==> src/rtl/cpu_step_controller.sv <==
// cpu_step_controller
//   Turns the divided clock, the front-panel step button and the mode switches
//   into a single-cycle CPU enable in the CLK domain. It also traps on a core
//   halt request and counts enabled cycles for the panel display.
//
// Ports
//   CLK         system clock; every state change happens on its rising edge
//   RST_N       asynchronous active-low reset
//   SLOW_CLK    divided clock (asynchronous); one step per rising edge in SLOW
//   STEP_BTN    raw, bouncing push-button (asynchronous, active-high)
//   MODE[1:0]   panel switches: 00 halt, 01 run, 10 slow, 11 single step
//   HALT_REQ    core executed HLT (synchronous to CLK)
//   CPU_EN      registered one-clock enable to the core
//   TRAPPED     registered; high while the controller sits in TRAP
//   STEP_COUNT  registered count of cycles with CPU_EN = 1 (wraps)
//   DBG_STATE   current FSM state, exposed for checkers
//
// There is no valid/ready handshake in this block. Every input is a level, and
// every output is a registered level updated on each CLK edge.
module cpu_step_controller #(
  parameter int DEBOUNCE_CYCLES = 20000,
  parameter int CNT_W           = 16
) (
  input  logic             CLK,
  input  logic             RST_N,
  input  logic             SLOW_CLK,
  input  logic             STEP_BTN,
  input  logic [1:0]       MODE,
  input  logic             HALT_REQ,
  output logic             CPU_EN,
  output logic             TRAPPED,
  output logic [CNT_W-1:0] STEP_COUNT,
  output logic [2:0]       DBG_STATE
);

  typedef enum logic [2:0] {
    S_HALT = 3'd0,
    S_RUN  = 3'd1,
    S_SLOW = 3'd2,
    S_STEP = 3'd3,
    S_TRAP = 3'd4
  } state_t;

  localparam logic [15:0] DB_LAST = 16'(DEBOUNCE_CYCLES - 1);

  // Two-flop synchronizers, one chain per asynchronous input bit.
  logic       slow_s1, slow_s2, slow_prev;
  logic       btn_s1, btn_s2;
  logic [1:0] mode_s1, mode_s2;

  always_ff @(posedge CLK or negedge RST_N) begin
    if (!RST_N) begin
      slow_s1   <= 1'b0;
      slow_s2   <= 1'b0;
      slow_prev <= 1'b0;
      btn_s1    <= 1'b0;
      btn_s2    <= 1'b0;
      mode_s1   <= 2'b00;
      mode_s2   <= 2'b00;
    end else begin
      slow_s1   <= SLOW_CLK;
      slow_s2   <= slow_s1;
      slow_prev <= slow_s2;
      btn_s1    <= STEP_BTN;
      btn_s2    <= btn_s1;
      mode_s1   <= MODE;
      mode_s2   <= mode_s1;
    end
  end

  // High for exactly one CLK cycle per rising edge of the divided clock.
  logic slow_tick;
  assign slow_tick = slow_s2 & ~slow_prev;

  // Debouncer. The synced level must differ from the accepted level for
  // DEBOUNCE_CYCLES consecutive cycles before it is accepted. A single
  // agreeing sample restarts the count.
  logic        btn_stable, btn_stable_d;
  logic [15:0] db_cnt;

  always_ff @(posedge CLK or negedge RST_N) begin
    if (!RST_N) begin
      btn_stable   <= 1'b0;
      btn_stable_d <= 1'b0;
      db_cnt       <= 16'd0;
    end else begin
      btn_stable_d <= btn_stable;
      if (btn_s2 == btn_stable) begin
        db_cnt <= 16'd0;
      end else if (db_cnt == DB_LAST) begin
        btn_stable <= btn_s2;
        db_cnt     <= 16'd0;
      end else begin
        db_cnt <= db_cnt + 16'd1;
      end
    end
  end

  // Only presses make events; releases are ignored.
  logic press;
  assign press = btn_stable & ~btn_stable_d;

  state_t state, next_state;
  logic   en_next;

  always_comb begin
    next_state = state;
    if (state == S_TRAP) begin
      // Leaving a trap requires the operator to park the switches in halt.
      // HALT_REQ has no effect here.
      if (mode_s2 == 2'b00) next_state = S_HALT;
    end else if (HALT_REQ) begin
      next_state = S_TRAP;
    end else begin
      case (mode_s2)
        2'b00:   next_state = S_HALT;
        2'b01:   next_state = S_RUN;
        2'b10:   next_state = S_SLOW;
        default: next_state = S_STEP;
      endcase
    end
  end

  // Events that arrive outside their own mode are dropped, never queued.
  always_comb begin
    en_next = 1'b0;
    case (state)
      S_RUN:   en_next = 1'b1;
      S_SLOW:  en_next = slow_tick;
      S_STEP:  en_next = press;
      default: en_next = 1'b0;
    endcase
    if (HALT_REQ) en_next = 1'b0;
  end

  always_ff @(posedge CLK or negedge RST_N) begin
    if (!RST_N) begin
      state   <= S_HALT;
      CPU_EN  <= 1'b0;
      TRAPPED <= 1'b0;
    end else begin
      state   <= next_state;
      CPU_EN  <= en_next;
      TRAPPED <= (next_state == S_TRAP);
    end
  end

  always_ff @(posedge CLK or negedge RST_N) begin
    if (!RST_N) begin
      STEP_COUNT <= '0;
    end else if (CPU_EN) begin
      STEP_COUNT <= STEP_COUNT + CNT_W'(1);
    end
  end

  assign DBG_STATE = state;

endmodule

==> config.mk <==
export PLATFORM = sky130hd
export DESIGN_NAME = cpu_step_controller
export DESIGN_NICKNAME = d
export VERILOG_FILES = /design/src/rtl/cpu_step_controller.sv
export SDC_FILE = /design/constraint.sdc
export NUM_CORES = 1
export LEC_CHECK = 0
export ABC_AREA = 1
export CAP_MARGIN = 10
export CORE_ASPECT_RATIO = 1.25
export CORE_UTILIZATION = 55
export DETAILED_ROUTE_END_ITERATION = 10
export GPL_TIMING_DRIVEN = 0
export PLACE_DENSITY = 0.79
export SLEW_MARGIN = 20
export SYNTH_ARGS = -nofsm -noshare
export SYNTH_HDL_FRONTEND = slang
export SYNTH_SLANG_ARGS = --single-unit
==> constraint.sdc <==
create_clock -name CLK -period 1.7 [get_ports CLK]
set_input_delay 0.17 -clock CLK [delete_from_list [all_inputs] [get_ports CLK]]
set_output_delay 0.17 -clock CLK [all_outputs]
set_load 0.01 [all_outputs]
==> flow_summary_export.csv <==
group,metric,value,unit
routing,routed_via_density,4.78,
setup_path,timing.setup.critical_path_class,"flop to output pin",
timing,unrepaired_setup_endpoints_after_global_routing,"false",
final_layout,final_layout_size_suffix_gt1_share,14.5,%
setup_path,crit_path_max_incr_delay,0.58,ns
routing,drt.antenna.violating_nets,0,
clock_network,cts_tree,"yes",
placed_design,detailed_placement_wirelength_estimate,2.86,mm
clock_network,root_buffer,"sky130_fd_sc_hd__clkbuf_8",
clock_network,clk_pin_slew_worst_paths,0.09,ns
synthesis,synth.largest_area_cell,"sky130_fd_sc_hd__dfrtp_1",
final_layout,layout.core_utilization,70.6,%
routing,finalWirelength,3.79,mm
power_and_ir_drop,leakage,0.00127,uW
power_and_ir_drop,totalPowerFinal,2290,uW
setup_path,end_kind,"output pin",
setup_path,required_time_at_the_worst_slack_endpoint,1.53,ns
die,core_region_area,0.00388,mm2
worst_hold_path,holdCritPathClass,"input port to flop",
setup_path,cp_num_buf_inv,1,
job,drv.max_cap_violation_count,0,
status,run_status,"finished clean",
die,die_width,59.5,um
clock_network,cts.sinks,48,
synthesis,syn-instance-count,259,
routing,detail_route.drc_violations,0,
clock_network,clk-insertion-delay-late,0.30,ns
routing,drt_pass1_iterations,5,
timing,worst_slew_margin_rel,55.9,%
synthesis,synth.cells.most_frequent,"62 x sky130_fd_sc_hd__nand2_1, 48 x sky130_fd_sc_hd__dfrtp_1, 35 x sky130_fd_sc_hd__nor2_1, 30 x sky130_fd_sc_hd__inv_1, 18 x sky130_fd_sc_hd__nand3_1",
setup_path,worstPathArrival,1.34,ns
synthesis,synth_area,0.00227,mm2
grt,gr-total-overflow,0,
synthesis,async_flop_share,100,%
clock_network,clock_tree.htree_level_count,2,
synthesis,ys_seq_area_share,52.9,%
timing,fin_skew,0.0109,ns
final_layout,finish.instance_area,0.00274,mm2
die,design.die.area,0.00439,mm2
placed_design,gp_congestion,0.848,
timing,setup-violations-final,0,
grt,number_of_global_route_vias_before_repair,1573,
setup_path,critical_path.max_fanout,5,
synthesis,synth.yosys.warnings,0,
routing,route.vias.total,1672,
timing,period_share,88.6,%
die,std_cell_rows,25,
timing,worst-slew-pin-transition,0.661,ns
synthesis,post_synth_main_area_contributors,"sky130_fd_sc_hd__dfrtp_1 53%, sky130_fd_sc_hd__nand2_1 10%, sky130_fd_sc_hd__nor2_1 5.8%",
timing,timing_max_transition_violations_final,0,
synthesis,ys_ff_latch,48,
die,chipHeight,73.8,um
placed_design,place_area,0.00263,mm2
grt,first_pass_grt_wire_length,6.67,mm
timing,layout_min_cycle_time,1.51,ns
setup_path,setup.worst_path.start_class,"flop",
final_layout,num_antenna_cells,0,
setup_path,chain_of_cells_forming_the_critical_path,"clkdlybuf4s50_1",
final_layout,area_growth_from_synthesis_to_final_layout,20.6,%
synthesis,synthesis.nets,268,
synthesis,synth_top_cell_area_share,52.9,%
die,start_util,58.5,%
setup_path,cpMaxStageDelayCell,"sky130_fd_sc_hd__clkdlybuf4s50_1",
die,top_level_ports,28,
grt,grt_util_all_layers,20.7,%
timing,finalSetupTns,0,ns
clock_network,ctsLongestPathBuffers,2,
routing,wl_per_cell,10.8,um
placed_design,buffer_ports.inserted,27,
timing,fmaxAchievable,664,MHz
setup_path,cpLargestDelayFamily,"buffers and inverters",
synthesis,synth_edf_count,0,
timing,final-hold-violation-count,0,
clock_network,cts_inserted_buffers,5,
clock_network,cts_resized,0,
synthesis,yosys.cell_types.count,28,
synthesis,syn-mean-instance-area,8.77,um2
synthesis,dominantRegCellSynth,"sky130_fd_sc_hd__dfrtp_1",
power_and_ir_drop,power-per-cell-area,837,mW/mm2
power_and_ir_drop,vdd_drop_max,0.760,mV
grt,antenna_found_initial,0,
grt,grt_start_max_net_pins,29,
synthesis,synthMostInstantiatedCell,"sky130_fd_sc_hd__nand2_1",
final_layout,design.final.nets,304,
routing,detail_route.iter0.violations,73,
[kinds of logic (layout without fill, tap and decap cells)]
kind of cell	count (synthesis)	after routing	synth area share [%]
compound gates	10	10	2.86
xor+xnor	13	13	5.34
fa+ha+maj	2	2	1.10
buf+inv	36	73	6.12
flops	48	48	52.9
simple gates	150	150	31.7
[flip-flops by register name, summed over array words and instances, names as in the netlist]
name          flops
btn_s1            1
db_cnt           16
TRAPPED           1
CPU_EN            1
slow_s1           1
btn_s2            1
btn_stable        1
mode_s1           2
btn_stable_d      1
slow_prev         1
mode_s2           2
DBG_STATE         3
STEP_COUNT       16
slow_s2           1
[area by class of cell]
class                   count  area, um2
repair buffers             29        303
plain buffers               1       7.51
fillers                   313       1140
inverters                  35        131
flip-flops and latches     48       1200
clock inverters             2       13.8
multi-input cells         175        931
well taps                  54       67.6
clock buffers               6       82.6
[what timing repair did]
action / in CTS / in global routing
hold buffers: 1 / 0
buffers inserted: 0 / 0
endpoints found under the hold margin: 27 / 0
[path summary, 6_finish.rpt]
path	slack, ns	from	endpoint	depth (start not counted)
max	0.19	STEP_COUNT[2]	STEP_COUNT[2]	1
min	0.30	STEP_BTN	btn_s1	1
max reg2reg	0.32	db_cnt[0]	db_cnt[9]	8
min reg2reg	0.35	mode_s1[1]	mode_s2[1]	0
max in group asynchronous	0.74	RST_N	db_cnt[4]	3
min in group asynchronous	0.42	RST_N	STEP_COUNT[0]	2
[cell usage in the layout (no fill, tap or decap)]
master                            netlist  routed
sky130_fd_sc_hd__a21o_1                 1       1
sky130_fd_sc_hd__a31oi_1                2       2
sky130_fd_sc_hd__buf_16                 0       1
sky130_fd_sc_hd__buf_2                  0       1
sky130_fd_sc_hd__buf_4                  1       1
sky130_fd_sc_hd__clkbuf_8               0       6
sky130_fd_sc_hd__clkdlybuf4s50_1        0      26
sky130_fd_sc_hd__clkinv_2               0       1
sky130_fd_sc_hd__dfrtp_1               48      48
sky130_fd_sc_hd__dlygate4sd3_1          0       1
sky130_fd_sc_hd__ha_1                   2       2
sky130_fd_sc_hd__inv_1                 30      30
sky130_fd_sc_hd__inv_2                  5       5
sky130_fd_sc_hd__inv_6                  0       1
sky130_fd_sc_hd__nand2_1               62      62
sky130_fd_sc_hd__nand2_2                5       5
sky130_fd_sc_hd__nand2_4                1       1
sky130_fd_sc_hd__nand2_8                1       1
sky130_fd_sc_hd__nand3_1               18      18
sky130_fd_sc_hd__nand3_2                1       1
sky130_fd_sc_hd__nand3b_1               1       1
sky130_fd_sc_hd__nand4_1                4       4
sky130_fd_sc_hd__nor2_1                35      35
sky130_fd_sc_hd__nor2_2                12      12
sky130_fd_sc_hd__nor2_4                 5       5
sky130_fd_sc_hd__nor3_1                 3       3
sky130_fd_sc_hd__nor3b_1                1       1
sky130_fd_sc_hd__o211ai_1               1       1
sky130_fd_sc_hd__o21ai_0                1       1
sky130_fd_sc_hd__o21ai_1                2       2
sky130_fd_sc_hd__o21bai_1               3       3
sky130_fd_sc_hd__or2_2                  1       1
sky130_fd_sc_hd__xnor2_1                2       2
sky130_fd_sc_hd__xnor2_2                1       1
sky130_fd_sc_hd__xor2_1                10      10
[metrics by stage]
step	setup WS, ns	hold WS, ns	cells
floorplan	0.415	-0.126	259
global placement	-0.840	0.332	340
detailed placement	0.321	0.238	341
CTS	0.191	0.294	350
global route	0.145	0.294	350
finish	0.194	0.303	350
[power breakdown]
part	internal (uW)	leakage (uW)	switching [uW]
Combinational	158	0.000579	139
Clock	333	0.0000516	378
Sequential	1210	0.000636	73.5
[layer usage]
layer  routed length, um  GRT usage, %  up-vias
met5                   0             0        -
met4                  93          10.1        0
met3                 137          4.23        8
met2                2000          35.8       34
met1                1560          24.1      766
li1                    -             -      864
Note: power is estimated with default switching activity, not from simulation.
==> variant, RTL diff (config.mk and constraints unchanged) <==
Reset style: synchronous (`RST_N`), changed in 4 clocked blocks. Comments in the files are not updated.
--- a/src/rtl/cpu_step_controller.sv
+++ b/src/rtl/cpu_step_controller.sv
@@ -48,7 +48,7 @@
   logic       btn_s1, btn_s2;
   logic [1:0] mode_s1, mode_s2;
 
-  always_ff @(posedge CLK or negedge RST_N) begin
+  always_ff @(posedge CLK) begin
     if (!RST_N) begin
       slow_s1   <= 1'b0;
       slow_s2   <= 1'b0;
@@ -78,7 +78,7 @@
   logic        btn_stable, btn_stable_d;
   logic [15:0] db_cnt;
 
-  always_ff @(posedge CLK or negedge RST_N) begin
+  always_ff @(posedge CLK) begin
     if (!RST_N) begin
       btn_stable   <= 1'b0;
       btn_stable_d <= 1'b0;
@@ -133,7 +133,7 @@
     if (HALT_REQ) en_next = 1'b0;
   end
 
-  always_ff @(posedge CLK or negedge RST_N) begin
+  always_ff @(posedge CLK) begin
     if (!RST_N) begin
       state   <= S_HALT;
       CPU_EN  <= 1'b0;
@@ -145,7 +145,7 @@
     end
   end
 
-  always_ff @(posedge CLK or negedge RST_N) begin
+  always_ff @(posedge CLK) begin
     if (!RST_N) begin
       STEP_COUNT <= '0;
     end else if (CPU_EN) begin
Behaviour: differs if RST_N is asserted again (counterexample within 4 cycles, from zero or initial values and one cycle with RST_N low); with RST_N held inactive, the same outputs for 10 cycles.
==> variant against the unedited design <==
  * Setup slack worse by 0.016 ns
  * Die area down 5.0%
  * Global-route usage up 1.1 points
  * Utilization down 1.6 points
  * Count of clock-buffer cells in the layout down 1
  * Final cell count up 4.6%
  * Wire length up 7.9%
  * Cell area down 5.4%
  * Sequential cell count unchanged
  * Synthesized area down 5.2%
  * Maximum frequency down 1.0%
  * Critical path type unchanged
Power is not compared: it rests on default switching activity, and its combinational part moved more than twofold at a synthesized area within 25%.
==> variant: results (changes against the unedited design) <==
[run_status]
status = finished clean

[place]
globalplace.congestion = 0.898  ; +5.9%
hpwl_microns = 3020  ; +5.8%
dp_cells = 358  ; +5.0%
dpl_worst_slack_ns = 0.170  ; -0.151 ns
placed_cell_area_sq_mm = 0.00247  ; -6.0%

[critical_path]
regToRegSetupSlack_ns = 0.19  ; -0.13 ns
crit_arrival_ns = 1.35
worstSetupStartpoint = CPU_EN
path_max_fanout = 7  ; +2
critical_path.max_stage_delay_ns = 0.58  ; about the same
reg2reg_to = db_cnt[11]
reg2reg_depth = 7  ; -1
critPathCapture = CPU_EN
r2r-start = db_cnt[0]

[clock_network]
worstSkewPairLatency_ns = 0.30  ; about the same
htree_levels = 2  ; unchanged
cts_resized = 0  ; unchanged
cts_root_buf = clkbuf_8
cts_setup_buffers = 0  ; unchanged
path_clk_slew_ns = 0.09  ; about the same

[synth]
synth_fa_ha_area_share_pct = 1.16  ; +0.060 points
synth_area_leaders = dfxtp_1 45%, nand2_1 11%, inv_1 6.8%
ys.flop_type = dfxtp_1
ys_seq_area_share_pct = 44.6  ; -8.3 points
synth_cell_types = 30  ; +7.1%
synth_nets = 300  ; +12%
synth-xor-area-share_pct = 3.25  ; -2.1 points
async_flop_share_pct = 0  ; -100 points
avgSynthCellArea_sq_um = 7.40  ; -16%
synth_commonest_cells = 65 x nand2_1, 48 x dfxtp_1, 39 x inv_1, 39 x nor2_1, 18 x a21oi_1
synth_compound_area_share_pct = 8.19  ; +5.3 points

[sta]
finalCritPeriodShare_pct = 89.5  ; +0.94 points
holdWs_ns = 0.387  ; +0.0843 ns
slew_headroom_pct = 67.9  ; +12 points
clock-skew-final_ns = 0.00327  ; -0.00759 ns

[hold_path]
hold_path_depth = 3  ; +2
holdPathEnd = mode_s1[1]
hold_start = MODE[1]

[layout]
nets = 334  ; +9.9%
drive_above_1_share_pct = 11.7  ; -2.9 points
num-fill-cells = 311  ; -0.64%
final_cells = 366  ; +4.6%
finalCoreUtilization_pct = 69.0  ; -1.6 points

[grt]
grt_max_degree = 17  ; -41%
first_global_vias = 1744  ; +11%
grtUsageTotal_pct = 21.8  ; +1.1 points
grt_pass1_wl_microns = 7020  ; +5.3%

[route]
vias = 1829  ; +9.4%
wirelength_microns = 4090  ; +7.9%
drt-initial-drc-count = 54  ; -26%

variant: per-layer routing:
| metal | global-route usage, % | wire (microns) | up-vias |
|---|---|---|---|
| li1 | - | - | 978 |
| met1 | 23.5 | 1780 | 814 |
| met2 | 40.0 | 2070 | 31 |
| met3 | 4.81 | 148 | 6 |
| met4 | 9.79 | 92 | 0 |
| met5 | 0 | 0 | - |
variant: power groups by stage:
stage / registers [W] / logic (W) / clock network [W]
floorplan: 0.00117 / 0.0000409 / 0
global placement: 0.00117 / 0.0000780 / 0
detailed placement: 0.00117 / 0.0000792 / 0
CTS: 0.00115 / 0.0000798 / 0.000863
global route: 0.00115 / 0.0000888 / 0.000900
finish: 0.00115 / 0.0000784 / 0.000840
variant: area by class of cell:
type / instances / area share (%)
clock buffers: 5 / 2.66
repair buffers: 27 / 10.4
inverters: 41 / 5.94
flip-flops and latches: 48 / 37.1
clock inverters: 3 / 1.79
well taps: 40 / 1.93
multi-input cells: 199 / 39.1
plain buffers: 3 / 1.06
